==> src/rtl/traffic_pkg.sv <==
// Shared definitions for the traffic light sequencer.
//   light_state_e   : sequencer phase, visited cyclically in declaration order
//   Lamp*           : one-hot lamp encodings (bit0 green, bit1 yellow, bit2 red)
//   GreenLenMax     : ceiling for the latched main-road green length
//   sat_green_len() : base + rank, saturated at GreenLenMax
package traffic_pkg;

  typedef enum logic [2:0] {
    StMainGreen,
    StMainYellow,
    StRedToCountry,
    StCountryGreen,
    StCountryYellow,
    StRedToMain
  } light_state_e;

  localparam logic [2:0] LampGreen  = 3'b001;
  localparam logic [2:0] LampYellow = 3'b010;
  localparam logic [2:0] LampRed    = 3'b100;

  localparam int unsigned GreenLenMax = 127;

  function automatic logic [6:0] sat_green_len(input int unsigned base, input logic [4:0] rank);
    int unsigned sum;
    sum = base + {27'd0, rank};
    return (sum > GreenLenMax) ? 7'(GreenLenMax) : sum[6:0];
  endfunction

endpackage

==> src/rtl/light_timer.sv <==
// Phase tick counter for the light sequencer.
//   CLK   : clock, rising edge
//   RESET : asynchronous active-high reset, clears the count
//   TICK  : count enable strobe
//   CLEAR : restart from zero (phase entry); wins over TICK
//   CNT   : current tick count within the phase
module light_timer (
  input  logic       CLK,
  input  logic       RESET,
  input  logic       TICK,
  input  logic       CLEAR,
  output logic [6:0] CNT
);

  logic [6:0] cnt_q, cnt_d;

  always_comb begin
    cnt_d = cnt_q;
    if (CLEAR) begin
      cnt_d = '0;
    end else if (TICK) begin
      cnt_d = cnt_q + 7'd1;
    end
  end

  always_ff @(posedge CLK or posedge RESET) begin
    if (RESET) begin
      cnt_q <= '0;
    end else begin
      cnt_q <= cnt_d;
    end
  end

  assign CNT = cnt_q;

endmodule

==> src/rtl/light_sequencer.sv <==
// Main-road / country-road traffic light sequencer.
//   CLK           : clock, rising edge
//   RESET         : asynchronous active-high reset, forces main green immediately
//   TICK          : timing strobe; phase timers only advance when high
//   COUNTRY_PULSE : country-road service request (one cycle)
//   LIGHT_RANK    : traffic rank, extends main green when latched at its entry
//   MAIN_LIGHT    : registered main-road lamps  (bit0 green, bit1 yellow, bit2 red)
//   COUNTRY_LIGHT : registered country-road lamps, same encoding
//   CYCLE_DONE    : one-cycle pulse on re-entry to main green
module light_sequencer
  import traffic_pkg::*;
#(
  parameter int unsigned MAIN_GREEN_BASE = 20,
  parameter int unsigned MIN_MAIN_GREEN  = 10,
  parameter int unsigned COUNTRY_GREEN_T = 15,
  parameter int unsigned YELLOW_T        = 3,
  parameter int unsigned ALL_RED_T       = 2
) (
  input  logic       CLK,
  input  logic       RESET,
  input  logic       TICK,
  input  logic       COUNTRY_PULSE,
  input  logic [4:0] LIGHT_RANK,
  output logic [2:0] MAIN_LIGHT,
  output logic [2:0] COUNTRY_LIGHT,
  output logic       CYCLE_DONE
);

  light_state_e state_q, state_d;
  logic [6:0]   cnt;
  logic [6:0]   last_cnt;
  logic [6:0]   green_len_q, green_len_d;
  logic         pending_q, pending_d;
  logic [2:0]   main_q, main_d, country_q, country_d;
  logic         cycle_done_q, cycle_done_d;
  logic         pulse_ok, pend_now, early_exit, state_change;

  light_timer u_timer (
    .CLK   (CLK),
    .RESET (RESET),
    .TICK  (TICK),
    .CLEAR (state_change),
    .CNT   (cnt)
  );

  // Requests only count while the main road still has right of way.
  assign pulse_ok = COUNTRY_PULSE && (state_q == StMainGreen || state_q == StMainYellow);
  // A request arriving with the qualifying tick takes effect at that same edge.
  assign pend_now = pending_q | pulse_ok;

  always_comb begin
    unique case (state_q)
      StMainGreen:                     last_cnt = green_len_q - 7'd1;
      StMainYellow, StCountryYellow:   last_cnt = 7'(YELLOW_T - 1);
      StRedToCountry, StRedToMain:     last_cnt = 7'(ALL_RED_T - 1);
      StCountryGreen:                  last_cnt = 7'(COUNTRY_GREEN_T - 1);
      default:                         last_cnt = '0;
    endcase
  end

  assign early_exit   = (state_q == StMainGreen) && pend_now &&
                        (32'(cnt) + 32'd1 >= MIN_MAIN_GREEN);
  assign state_change = TICK && ((cnt == last_cnt) || early_exit);

  // Next state and side-state updates.
  always_comb begin
    state_d      = state_q;
    green_len_d  = green_len_q;
    pending_d    = pend_now;
    cycle_done_d = 1'b0;
    if (state_change) begin
      unique case (state_q)
        StMainGreen:     state_d = StMainYellow;
        StMainYellow:    state_d = StRedToCountry;
        StRedToCountry:  begin
          state_d   = StCountryGreen;
          pending_d = 1'b0;
        end
        StCountryGreen:  state_d = StCountryYellow;
        StCountryYellow: state_d = StRedToMain;
        StRedToMain:     begin
          state_d      = StMainGreen;
          green_len_d  = sat_green_len(MAIN_GREEN_BASE, LIGHT_RANK);
          cycle_done_d = 1'b1;
        end
        default:         state_d = StMainGreen;
      endcase
    end
  end

  // Lamps are decoded from the next state so they change at the same edge as the state.
  always_comb begin
    main_d    = LampRed;
    country_d = LampRed;
    unique case (state_d)
      StMainGreen:     main_d    = LampGreen;
      StMainYellow:    main_d    = LampYellow;
      StCountryGreen:  country_d = LampGreen;
      StCountryYellow: country_d = LampYellow;
      default:         ;
    endcase
  end

  always_ff @(posedge CLK or posedge RESET) begin
    if (RESET) begin
      state_q      <= StMainGreen;
      green_len_q  <= sat_green_len(MAIN_GREEN_BASE, 5'd0);
      pending_q    <= 1'b0;
      main_q       <= LampGreen;
      country_q    <= LampRed;
      cycle_done_q <= 1'b0;
    end else begin
      state_q      <= state_d;
      green_len_q  <= green_len_d;
      pending_q    <= pending_d;
      main_q       <= main_d;
      country_q    <= country_d;
      cycle_done_q <= cycle_done_d;
    end
  end

  assign MAIN_LIGHT    = main_q;
  assign COUNTRY_LIGHT = country_q;
  assign CYCLE_DONE    = cycle_done_q;

endmodule
==> config.mk <==
export PLATFORM = sky130hd
export DESIGN_NAME = light_sequencer
export DESIGN_NICKNAME = d
export VERILOG_FILES = /design/src/rtl/traffic_pkg.sv /design/src/rtl/light_timer.sv /design/src/rtl/light_sequencer.sv
export SDC_FILE = /design/constraint.sdc
export NUM_CORES = 1
export LEC_CHECK = 0
export ABC_AREA = 0
export CAP_MARGIN = 0
export CELL_PAD_IN_SITES_DETAIL_PLACEMENT = 1
export CELL_PAD_IN_SITES_GLOBAL_PLACEMENT = 2
export CORE_MARGIN = 4
export CORE_UTILIZATION = 40
export CTS_BUF_LIST = sky130_fd_sc_hd__clkbuf_4
export DETAILED_ROUTE_END_ITERATION = 12
export GPL_ROUTABILITY_DRIVEN = 0
export MAX_ROUTING_LAYER = met4
export PLACE_DENSITY = 0.88
export SYNTH_ARGS = -nofsm -noshare
export SYNTH_HDL_FRONTEND = slang
export SYNTH_SLANG_ARGS = --single-unit
==> constraint.sdc <==
create_clock -name CLK -period 6.35 [get_ports CLK]
set_input_delay 1.27 -clock CLK [delete_from_list [all_inputs] [get_ports CLK]]
set_output_delay 1.27 -clock CLK [all_outputs]
set_load 0.01 [all_outputs]
After elaboration in Yosys (flattened, before gate mapping) --
Cells that the tools add are included.
Storage, ports and cells: latch bits 0, bits of input ports 9, ROM bits 0, memories 0, RAM bits 0, flip-flop bits (word level) 25
Operators by class: $add $sub $neg 4, $mul 0, reduce and logical (&&, ||, !) cells 12, equality and inequality tests 9, divide/modulo/power cells 0, bitwise logic cells 1, shift-type cells 0, mux-type cells 12, magnitude comparators 2
Operators with widths (count):
- $pmux W7 S4 | 1
- $mux W7 | 3
- $pmux W3 S5 | 1
- $pmux W3 S2 | 2
- $eq A3 B2 Y1 const B | 3
- $eq A3 B3 Y1 const B | 3
- $add A7 B1 Y8 const B | 1
- $ge A8 B4 Y1 const B | 1
- $add A7 B1 Y7 const B | 1
- $eq A7 B7 Y1 | 1
- $gt A6 B7 Y1 const B | 1
- $sub A7 B1 Y7 const B | 1
- $add A5 B5 Y6 const A | 1
- $eq A3 B1 Y1 const B | 2
- $logic_not A3 Y1 | 2
- $logic_and A1 B1 Y1 | 4
- $mux W1 | 4
- $reduce_or A2 Y1 | 2
- $mux W3 | 1
- $logic_or A1 B1 Y1 | 2
- $reduce_and A2 Y1 | 1
- $reduce_bool A2 Y1 | 1
- $or A1 B1 Y1 | 1

Depth between registers and ports, before layout --
Gate-level depths: netlist of the first run.
depth in word-level cells 11, mapped depth 9

Hierarchy --
From an unflattened synthesis of the first run, not the netlist that was laid out.
Unflattened totals: cells, all modules 163, area total of the unflattened synthesis 1559.0 sq um
By module, submodules not included:
- light_sequencer | instances 1, area each 1247.4 sq um, seq. area each 430.4 sq um, cells an instance 133
- light_timer | instances 1, area each 311.5 sq um, seq. area each 175.2 sq um, cells an instance 30

Worst setup path before layout of the first run --
Ideal clock, no wire load.
path type register to register, from register green_len_q[0], to register green_len_q[0], period minus slack after synthesis 2.627 ns, cell stages (with the launch flop) 10, buffers on the path 0, setup time 0.125 ns, setup slack 3.723 ns, data arrival time 2.502 ns, cell sequence dfrtp_1 > inv_1 > ha_1 > or4b_1 > nor3_2 > xnor2_1 > nor4_4 > nand4_4 > nor2_8 > mux2_4
On the way: word-level cells in the longest chain between the ends 6
Ends and longest elaborated chain:
- start: declaration | line light_sequencer.sv:32 | logic [6:0] green_len_q, green_len_d;
- start signal: assignment | line light_sequencer.sv:107 | green_len_q <= sat_green_len(MAIN_GREEN_BASE, 5'd0);
- start signal: assignment | line light_sequencer.sv:114 | green_len_q <= green_len_d;
- $sub A7 B1 Y7 | line light_sequencer.sv:53 | StMainGreen: last_cnt = green_len_q - 7'd1;
- $pmux W7 S4 | line light_sequencer.sv:52 | unique case (state_q)
- $eq A7 B7 Y1 | line light_sequencer.sv:63 | assign state_change = TICK && ((cnt == last_cnt) || early_exit);
- $logic_or A1 B1 Y1 | line light_sequencer.sv:63
- $logic_and A1 B1 Y1 | line light_sequencer.sv:63
- $reduce_and A2 Y1 (no line)
Every way passes these cells. A chain may end at the register's enable or synchronous reset.

Final worst setup path of the first run --
from register green_len_q[0], to register country_q[2] (netlist: COUNTRY_LIGHT[2])
On the way: word-level cells in the longest chain between the ends 8, elaborated cells between the ends (all ways) 9
Ends and longest elaborated chain:
- $sub A7 B1 Y7 (*) | line light_sequencer.sv:53
- $pmux W7 S4 (*) | line light_sequencer.sv:52
- $eq A7 B7 Y1 (*) | line light_sequencer.sv:63
- $logic_or A1 B1 Y1 (*) | line light_sequencer.sv:63
- $logic_and A1 B1 Y1 (*) | line light_sequencer.sv:63
- $mux W3 (*) | line light_sequencer.sv:71 | if (state_change) begin
- $eq A3 B3 Y1 or $eq A3 B2 Y1 (tied branches) | line light_sequencer.sv:95 | unique case (state_d)
- $pmux W3 S2 (*) | line light_sequencer.sv:95
- net country_d[2] | line light_sequencer.sv:34 | logic [2:0] main_q, main_d, country_q, country_d;
- end signal: assignment | line light_sequencer.sv:110 | country_q <= LampRed;
- end signal: assignment | line light_sequencer.sv:117 | country_q <= country_d;
- end: declaration | line light_sequencer.sv:34
The timed path passes the listed nets; every way through them passes the cells marked *.

==> results.sh, run 1 <==
export IMPL_io_buffers=15
export IMPL_timing_max_slew_rel_slack_pct=35.2
export IMPL_first_global_vias=1490
export IMPL_route_vias_total=1404
export IMPL_detailroute_wirelength_met2_mm=2.10
export IMPL_clk_path_buf_depth=2
export IMPL_pwr_density_cell_mw_per_mm2=337
export IMPL_vdd_ir_drop_max_uv=133
export IMPL_fp_dieH_um=72.9
export IMPL_cts_hold_buffers=0
export IMPL_worst_ep_required_time_ns=6.64
export IMPL_vias_per_cell=5.85
export IMPL_postSynthRegisterBits=24
export IMPL_synth_cell_area_mm2=0.00168
export IMPL_synth_compound_area_share_pct=17.8
export IMPL_layout_drive_gt1_share_pct=10.5
export IMPL_cts_tree="done"
export IMPL_slew_violations=0
export IMPL_critPathMaxStageDelay_ns=0.51
export IMPL_reported_max_cap_violation_count=0
export IMPL_critical_path_peak_fanout=6
export IMPL_cts_sink_count=24
export IMPL_final_setup_skew_ns=0.0165
export IMPL_cts_htree_levels=1
export IMPL_grt_setup_unrepaired="no"
export IMPL_placementRows=23
export IMPL_tritoncts_num_buffers=3
export IMPL_yosysWarnings=0
export IMPL_timing_final_crit_share_pct=46.5
export IMPL_floorplan_die_area_mm2=0.00531
export IMPL_die_w_um=72.9
export IMPL_run_status="complete, no violations"
export IMPL_layout_cells_most_common="sky130_fd_sc_hd__dfrtp_1"
export IMPL_synth_xor_area_share_pct=5.20
export IMPL_antennaDiodeCount=0
export IMPL_grt_overflow=0
export IMPL_holdWs_ns=0.544
export IMPL_layout_nets=204
export IMPL_detail_route_drc_violations=0
export IMPL_data_arrival_critical_path_ns=3.24
export IMPL_yosys_most_used_dff="sky130_fd_sc_hd__dfrtp_1"
export IMPL_synth_top_family_by_area="simple AND/OR/NAND/NOR gates"
export IMPL_asyncSetResetFlopFracSynth_pct=100
export IMPL_floorplan_initialDensity_pct=41.8
export IMPL_synth_distinct_cells=55
export IMPL_critical_path_class="reg2reg"
export IMPL_timing_setup_tns_ns=0
export IMPL_number_of_antenna_violations_at_the_first_check_in_global_routing=0
export IMPL_postCtsResizedCells=0
export IMPL_setup_worst_path_start_class="register"
export IMPL_clkTransAtPathRegs_ns=0.16
export IMPL_dp_hpwl_mm=3.11
export IMPL_cp_num_buf_inv=1
export IMPL_io_pins=16
export IMPL_synth_nets=194
export IMPL_placeableCoreArea_mm2=0.00403
export IMPL_clk_insertion_delay_late_ns=0.33
export IMPL_syn_area_per_cell_um2=9.30
export IMPL_post_drt_wl_per_cell_um=17.2
export IMPL_share_of_cell_area_taken_by_muxes_after_synthesis_pct=6.62
export IMPL_cts_root_buffer="sky130_fd_sc_hd__clkbuf_4"
export IMPL_timing_final_setup_violations=0
export IMPL_cp_slowest_cell="sky130_fd_sc_hd__nor4_4"
export IMPL_final_period_minus_worst_setup_slack_ns=2.95
export IMPL_timing_critical_path_cells="inv_1 > ha_1 > or4b_1 > nor3_2 > xnor2_1 > nor4_4 > nand3_1 > nand2_1 > mux2_2"
export IMPL_routed_wire_length_mm=4.13
export IMPL_synth_adder_area_share_pct=2.97
export IMPL_synthSimpleGateAreaFrac_pct=26.6
export IMPL_maximum_number_of_pins_on_one_net_before_global_route_repair=25
export IMPL_worst_pin_slew_ns=0.971
export IMPL_timing_final_hold_violations=0
export IMPL_met1_length_mm=1.88
export IMPL_syn2layout_area_growth_pct=13.4
export IMPL_final_cell_mix="sky130_fd_sc_hd__dfrtp_1 (20), sky130_fd_sc_hd__clkdlybuf4s50_1 (15), sky130_fd_sc_hd__inv_1 (11), sky130_fd_sc_hd__nor2_1 (11), sky130_fd_sc_hd__nand3_1 (11)"
export IMPL_critical_path_endpoint_type="register"
export IMPL_global_route_usage_total_pct=17.3
export IMPL_first_iter_violations=64
export IMPL_ys_seq_area_share_pct=36.0
export IMPL_drtAntennaViolNets=0
export IMPL_path_class_of_the_lowest_slack_min_delay_path="reg2reg"
export IMPL_grt_pass1_wl_mm=6.96
export IMPL_post_cts_setup_buffers=0
export IMPL_achievable_frequency_mhz=339
export IMPL_wl_met3_um=92
export IMPL_drt_pass1_iter_count=4
export IMPL_post_synth_inst_count=181
export IMPL_power_leakage_nw=0.817
export IMPL_synth_edff_count=0
export IMPL_highest_signal_layer="met4"
export IMPL_cp_top_family="simple AND/OR/NAND/NOR gates"
-- report_power, final --
part,internal (mW),switching (mW)
Combinational,0.130,0.134
Clock,0.0639,0.0519
Sequential,0.190,0.0720
Total,0.384,0.258
-- state kept, by name (all words and copies together), names as in the netlist --
signal / cells
u_timer.CNT: 7
pending_q: 1
green_len_q: 6
state_q: 3
CYCLE_DONE: 1
COUNTRY_LIGHT: 3
MAIN_LIGHT: 3
-- path summary, 6_finish.rpt --
check / start / endpoint / slack (ns) / cells after the start
worst max-delay path: green_len_q[0] / COUNTRY_LIGHT[2] / 3.40 / 9
worst min-delay path: green_len_q[2] / green_len_q[2] / 0.54 / 2
max in group asynchronous: RESET / u_timer.CNT[1] / 4.31 / 2
min in group asynchronous: RESET / COUNTRY_LIGHT[1] / 1.44 / 2
worst min register to register: green_len_q[2] / green_len_q[2] / 0.54 / 2
worst max register to register: green_len_q[0] / COUNTRY_LIGHT[2] / 3.40 / 9
-- worst register-to-register path: cells and delay by family, from the launching register on --
family | cells | cell delay (ns)
simple gates | 5 | 1.67
mux | 1 | 0.34
flops | 1 | 0.46
xor+xnor | 1 | 0.12
buf+inv | 1 | 0.08
fa+ha+maj | 1 | 0.24
-- Yosys cell counts, drive strengths merged, types with 2 or more instances --
master	instances	area, µm²
nand4	4	40.0
nor2	12	61.3
a21oi	9	45.0
o211ai	2	20.0
xnor2	8	70.1
dfstp	4	105
o31ai	5	37.5
mux2	5	71.3
o21ai	5	25.0
clkbuf	9	35.0
or3	3	18.8
nor4	2	27.5
and3	5	32.5
dfrtp	20	500
nor3	6	35.0
nor3b	4	30.0
nand3	11	55.1
o22ai	5	31.3
inv	11	41.3
nand2b	5	31.3
mux2i	4	40.0
nand2	9	33.8
nor4bb	2	20.0
xor2	2	17.5
o2bb2ai	2	17.5
ha	4	50.1
a21o	2	15.0
o311ai	2	17.5
-- final cells by class --
| cell class | count | area [µm²] |
|---|---|---|
| Tap cell | 50 | 62.6 |
| Timing Repair Buffer | 15 | 150 |
| Inverter | 11 | 41.3 |
| Fill cell | 466 | 2120 |
| Clock buffer | 3 | 22.5 |
| Sequential cell | 24 | 606 |
| Multi-Input combinational cell | 136 | 996 |
| Clock inverter | 1 | 30.0 |
-- logic make-up after synthesis --
logic type               Yosys count
AO/OA/AOI/OAI                     42
AND/OR/NAND/NOR                   71
adder cells (fa/ha/maj)            4
XOR/XNOR                          10
buffers and inverters             21
multiplexers                       9
flip-flops                        24
-- layer usage --
metal | up-vias | global-route usage (%)
met5 | - | -
met4 | 0 | 6.15
met3 | 8 | 2.75
met2 | 18 | 29.3
met1 | 694 | 20.8
li1 | 684 | -
-- per-stage QoR --
step           power (mW)  instances  worst slack, ns  cell area, µm²  util, %
3_3_place_gp        0.517        236             3.18            1860     46.1
2_1_floorplan       0.450        181             3.72            1680        -
4_1_cts             0.647        240             3.39            1910     47.4
6_report            0.642        240             3.40            1910     47.4
3_5_place_dp        0.528        236             3.08            1860     46.1
5_1_grt             0.691        240             3.21            1910     47.4
Power figures use the tool's default switching activity.
==> run 2: changes to the inputs <==
--- a/config.mk
+++ b/config.mk
@@ -10,12 +10,12 @@
 export CELL_PAD_IN_SITES_DETAIL_PLACEMENT = 1
 export CELL_PAD_IN_SITES_GLOBAL_PLACEMENT = 2
 export CORE_MARGIN = 4
-export CORE_UTILIZATION = 40
+export CORE_UTILIZATION = 33
 export CTS_BUF_LIST = sky130_fd_sc_hd__clkbuf_4
 export DETAILED_ROUTE_END_ITERATION = 12
 export GPL_ROUTABILITY_DRIVEN = 0
 export MAX_ROUTING_LAYER = met4
-export PLACE_DENSITY = 0.88
+export PLACE_DENSITY = 0.78
 export SYNTH_ARGS = -nofsm -noshare
 export SYNTH_HDL_FRONTEND = slang
 export SYNTH_SLANG_ARGS = --single-unit
==> constraint.sdc (replaced) <==
create_clock -name CLK -period 2.6 [get_ports CLK]
set_input_delay 0.52 -clock CLK [delete_from_list [all_inputs] [get_ports CLK]]
set_output_delay 0.52 -clock CLK [all_outputs]
set_load 0.01 [all_outputs]
==> results.sh, run 2 (same netlist as run 1, synthesis figures left out) <==
export IMPL_run_status="complete, no violations"
export IMPL_power_share_combinational_pct=50.9
export IMPL_critical_path_endpoint_type="register"
export IMPL_use_met1_pct=20.5
export IMPL_tritoncts_num_buffers=3
export IMPL_vdd_ir_drop_max_uv=326
export IMPL_internal_power_mw=1.02
export IMPL_final_period_minus_worst_setup_slack_ns=2.57
export IMPL_routed_wire_length_mm=4.87
export IMPL_cts_root_buffer="sky130_fd_sc_hd__clkbuf_4"
export IMPL_data_arrival_critical_path_ns=2.81
export IMPL_clkTransAtPathRegs_ns=0.15
export IMPL_first_iter_violations=26
export IMPL_antennaDiodeCount=0
export IMPL_final_cell_mix="sky130_fd_sc_hd__buf_4 (29), sky130_fd_sc_hd__dfrtp_1 (20), sky130_fd_sc_hd__clkdlybuf4s50_1 (15)"
export IMPL_final_setup_skew_ns=0.00525
export IMPL_placed_cell_area_mm2=0.00206
export IMPL_place_inst=277
export IMPL_worstHoldPathCells=2
export IMPL_final_instance_count_excl_fill=287
export IMPL_clk_path_buf_depth=2
export IMPL_timing_final_crit_share_pct=98.8
export IMPL_achievable_frequency_mhz=389
export IMPL_first_global_vias=1702
export IMPL_floorplan_die_area_mm2=0.00631
export IMPL_critical_path_peak_fanout=5
export IMPL_grt_overflow=0
export IMPL_layout_nets=234
export IMPL_power_frac_seq_pct=32.3
export IMPL_die_w_um=79.4
export IMPL_holdCritStartpoint="green_len_q[2]"
export IMPL_floorplan_initialDensity_pct=34.9
export IMPL_grt_setup_unrepaired="yes"
export IMPL_reported_max_cap_violation_count=0
export IMPL_cts_hold_buffers=0
export IMPL_number_of_antenna_violations_at_the_first_check_in_global_routing=0
export IMPL_met3_usage_pct=1.92
export IMPL_timing_final_setup_violations=0
export IMPL_p_switching_uw=685
export IMPL_grt_met2_usage_pct=28.9
export IMPL_largest_register_ffs=7
export IMPL_global_route_usage_total_pct=16.6
export IMPL_p_sw_share_pct=40.1
export IMPL_reg2reg_to="green_len_q[0]"
export IMPL_io_buffers=15
export IMPL_timing_max_slew_rel_slack_pct=67.7
export IMPL_clk_insertion_delay_late_ns=0.33
export IMPL_layout_drive_gt1_share_pct=25.9
export IMPL_io_pins=16
export IMPL_path_class_of_the_lowest_slack_min_delay_path="reg2reg"
export IMPL_register_to_register_path_setup_slack_ns=0.03
export IMPL_slew_violations=0
export IMPL_worst_pin_slew_ns=0.480
export IMPL_placeableCoreArea_mm2=0.00482
export IMPL_cts_sink_count=24
export IMPL_layout_cells_most_common="sky130_fd_sc_hd__buf_4"
export IMPL_pwr_density_cell_mw_per_mm2=773
export IMPL_cts_tree="done"
export IMPL_post_drt_wl_per_cell_um=17.0
export IMPL_cts_htree_levels=1
export IMPL_critical_path_class="reg2reg"
export IMPL_power_leakage_nw=0.962
export IMPL_min_delay_worst_endpoint="green_len_q[2]"
export IMPL_worst_ep_required_time_ns=2.84
export IMPL_worst_r2r_startpoint="green_len_q[1]"
export IMPL_grt_pass1_wl_mm=8.18
export IMPL_placementRows=25
export IMPL_setup_worst_path_start_class="register"
export IMPL_design_area_mm2=0.00221
export IMPL_timing_final_hold_violations=0
export IMPL_maximum_number_of_pins_on_one_net_before_global_route_repair=25
export IMPL_dp_hpwl_mm=3.83
export IMPL_drt_pass1_iter_count=4
export IMPL_route_vias_total=1540
export IMPL_clock_power_share_pct=16.8
export IMPL_fp_dieH_um=79.4
export IMPL_vias_per_cell=5.37
export IMPL_timing_reg2reg_worst_path_depth=9
export IMPL_detail_route_drc_violations=0
export IMPL_grt_busiest_layer="met2"
export IMPL_syn2layout_area_growth_pct=31.4
export IMPL_drtAntennaViolNets=0
==> run 2: cell count changes in the layout (fill, tap and decap cells not counted), sizes merged <==
cell / before / now
buf: 0 / 30
==> run 2: worst max-delay path by stage <==
stage | start | to | slack (ns) | cells past startpoint
after floorplan | green_len_q[3] | green_len_q[0] | 0.03 | 8
final | green_len_q[1] | green_len_q[0] | 0.03 | 9
after detailed placement | green_len_q[0] | state_q[1] | 0.005 | 10
after CTS | green_len_q[1] | green_len_q[0] | 0.02 | 10
after global routing | green_len_q[1] | green_len_q[0] | -0.13 | 10
after global placement | green_len_q[0] | COUNTRY_LIGHT[2] | 0.10 | 9
==> run 2: layer usage <==
layer	wire [µm]	share of wire [%]
met1	2140	44
met2	2530	52
met3	104	2.1
met4	93	1.9
met5	0	0
==> run 2: final cells by class <==
cell class | count | area [µm²]
fillers | 575 | 2610
multi-input cells | 136 | 1050
flip-flops and latches | 24 | 606
repair buffers | 45 | 379
well taps | 67 | 83.8
inverters | 11 | 41.3
clock inverters | 1 | 30.0
clock buffers | 3 | 22.5
==> run 2: stage by stage <==
stage	worst slack [ns]	util [%]	TNS, ns	power [mW]	hold WS, ns
3_3_place_gp	0.104	42.7	0	1.35	0.471
4_1_cts	0.0152	44.5	0	1.69	0.508
3_5_place_dp	0.00548	42.7	0	1.39	0.481
5_1_grt	-0.132	45.9	-0.976	1.83	0.525
6_report	0.0303	45.9	0	1.71	0.504
2_1_floorplan	0.0288	-	0	1.10	0.481
==> run 2: repair_timing <==
action / CTS / global route
gates resized for setup: 1 / 11
setup endpoints to repair: 5 / 18
setup buffers: 4 / 2
pin swaps: 3 / 3
==> run 2: power by group through the flow <==
stage               logic, mW  clock network (mW)  registers [mW]
detailed placement      0.831                   0           0.561
global placement        0.795                   0           0.556
floorplan               0.556                   0           0.543
finish                  0.870               0.287           0.552
CTS                     0.842               0.294           0.553
global route            0.948               0.312           0.573
==> run 2: worst max-delay path: stages, from the launching register on <==
cell and delay (ns):
sky130_fd_sc_hd__dfrtp_1 0.45, sky130_fd_sc_hd__inv_1 0.08, sky130_fd_sc_hd__ha_2 0.19, sky130_fd_sc_hd__or4b_4 0.50, sky130_fd_sc_hd__a311oi_2 0.28, sky130_fd_sc_hd__o41ai_2 0.14
sky130_fd_sc_hd__o211ai_4 0.15, sky130_fd_sc_hd__nand4_4 0.17, sky130_fd_sc_hd__nor2_8 0.18, sky130_fd_sc_hd__mux2_4 0.32
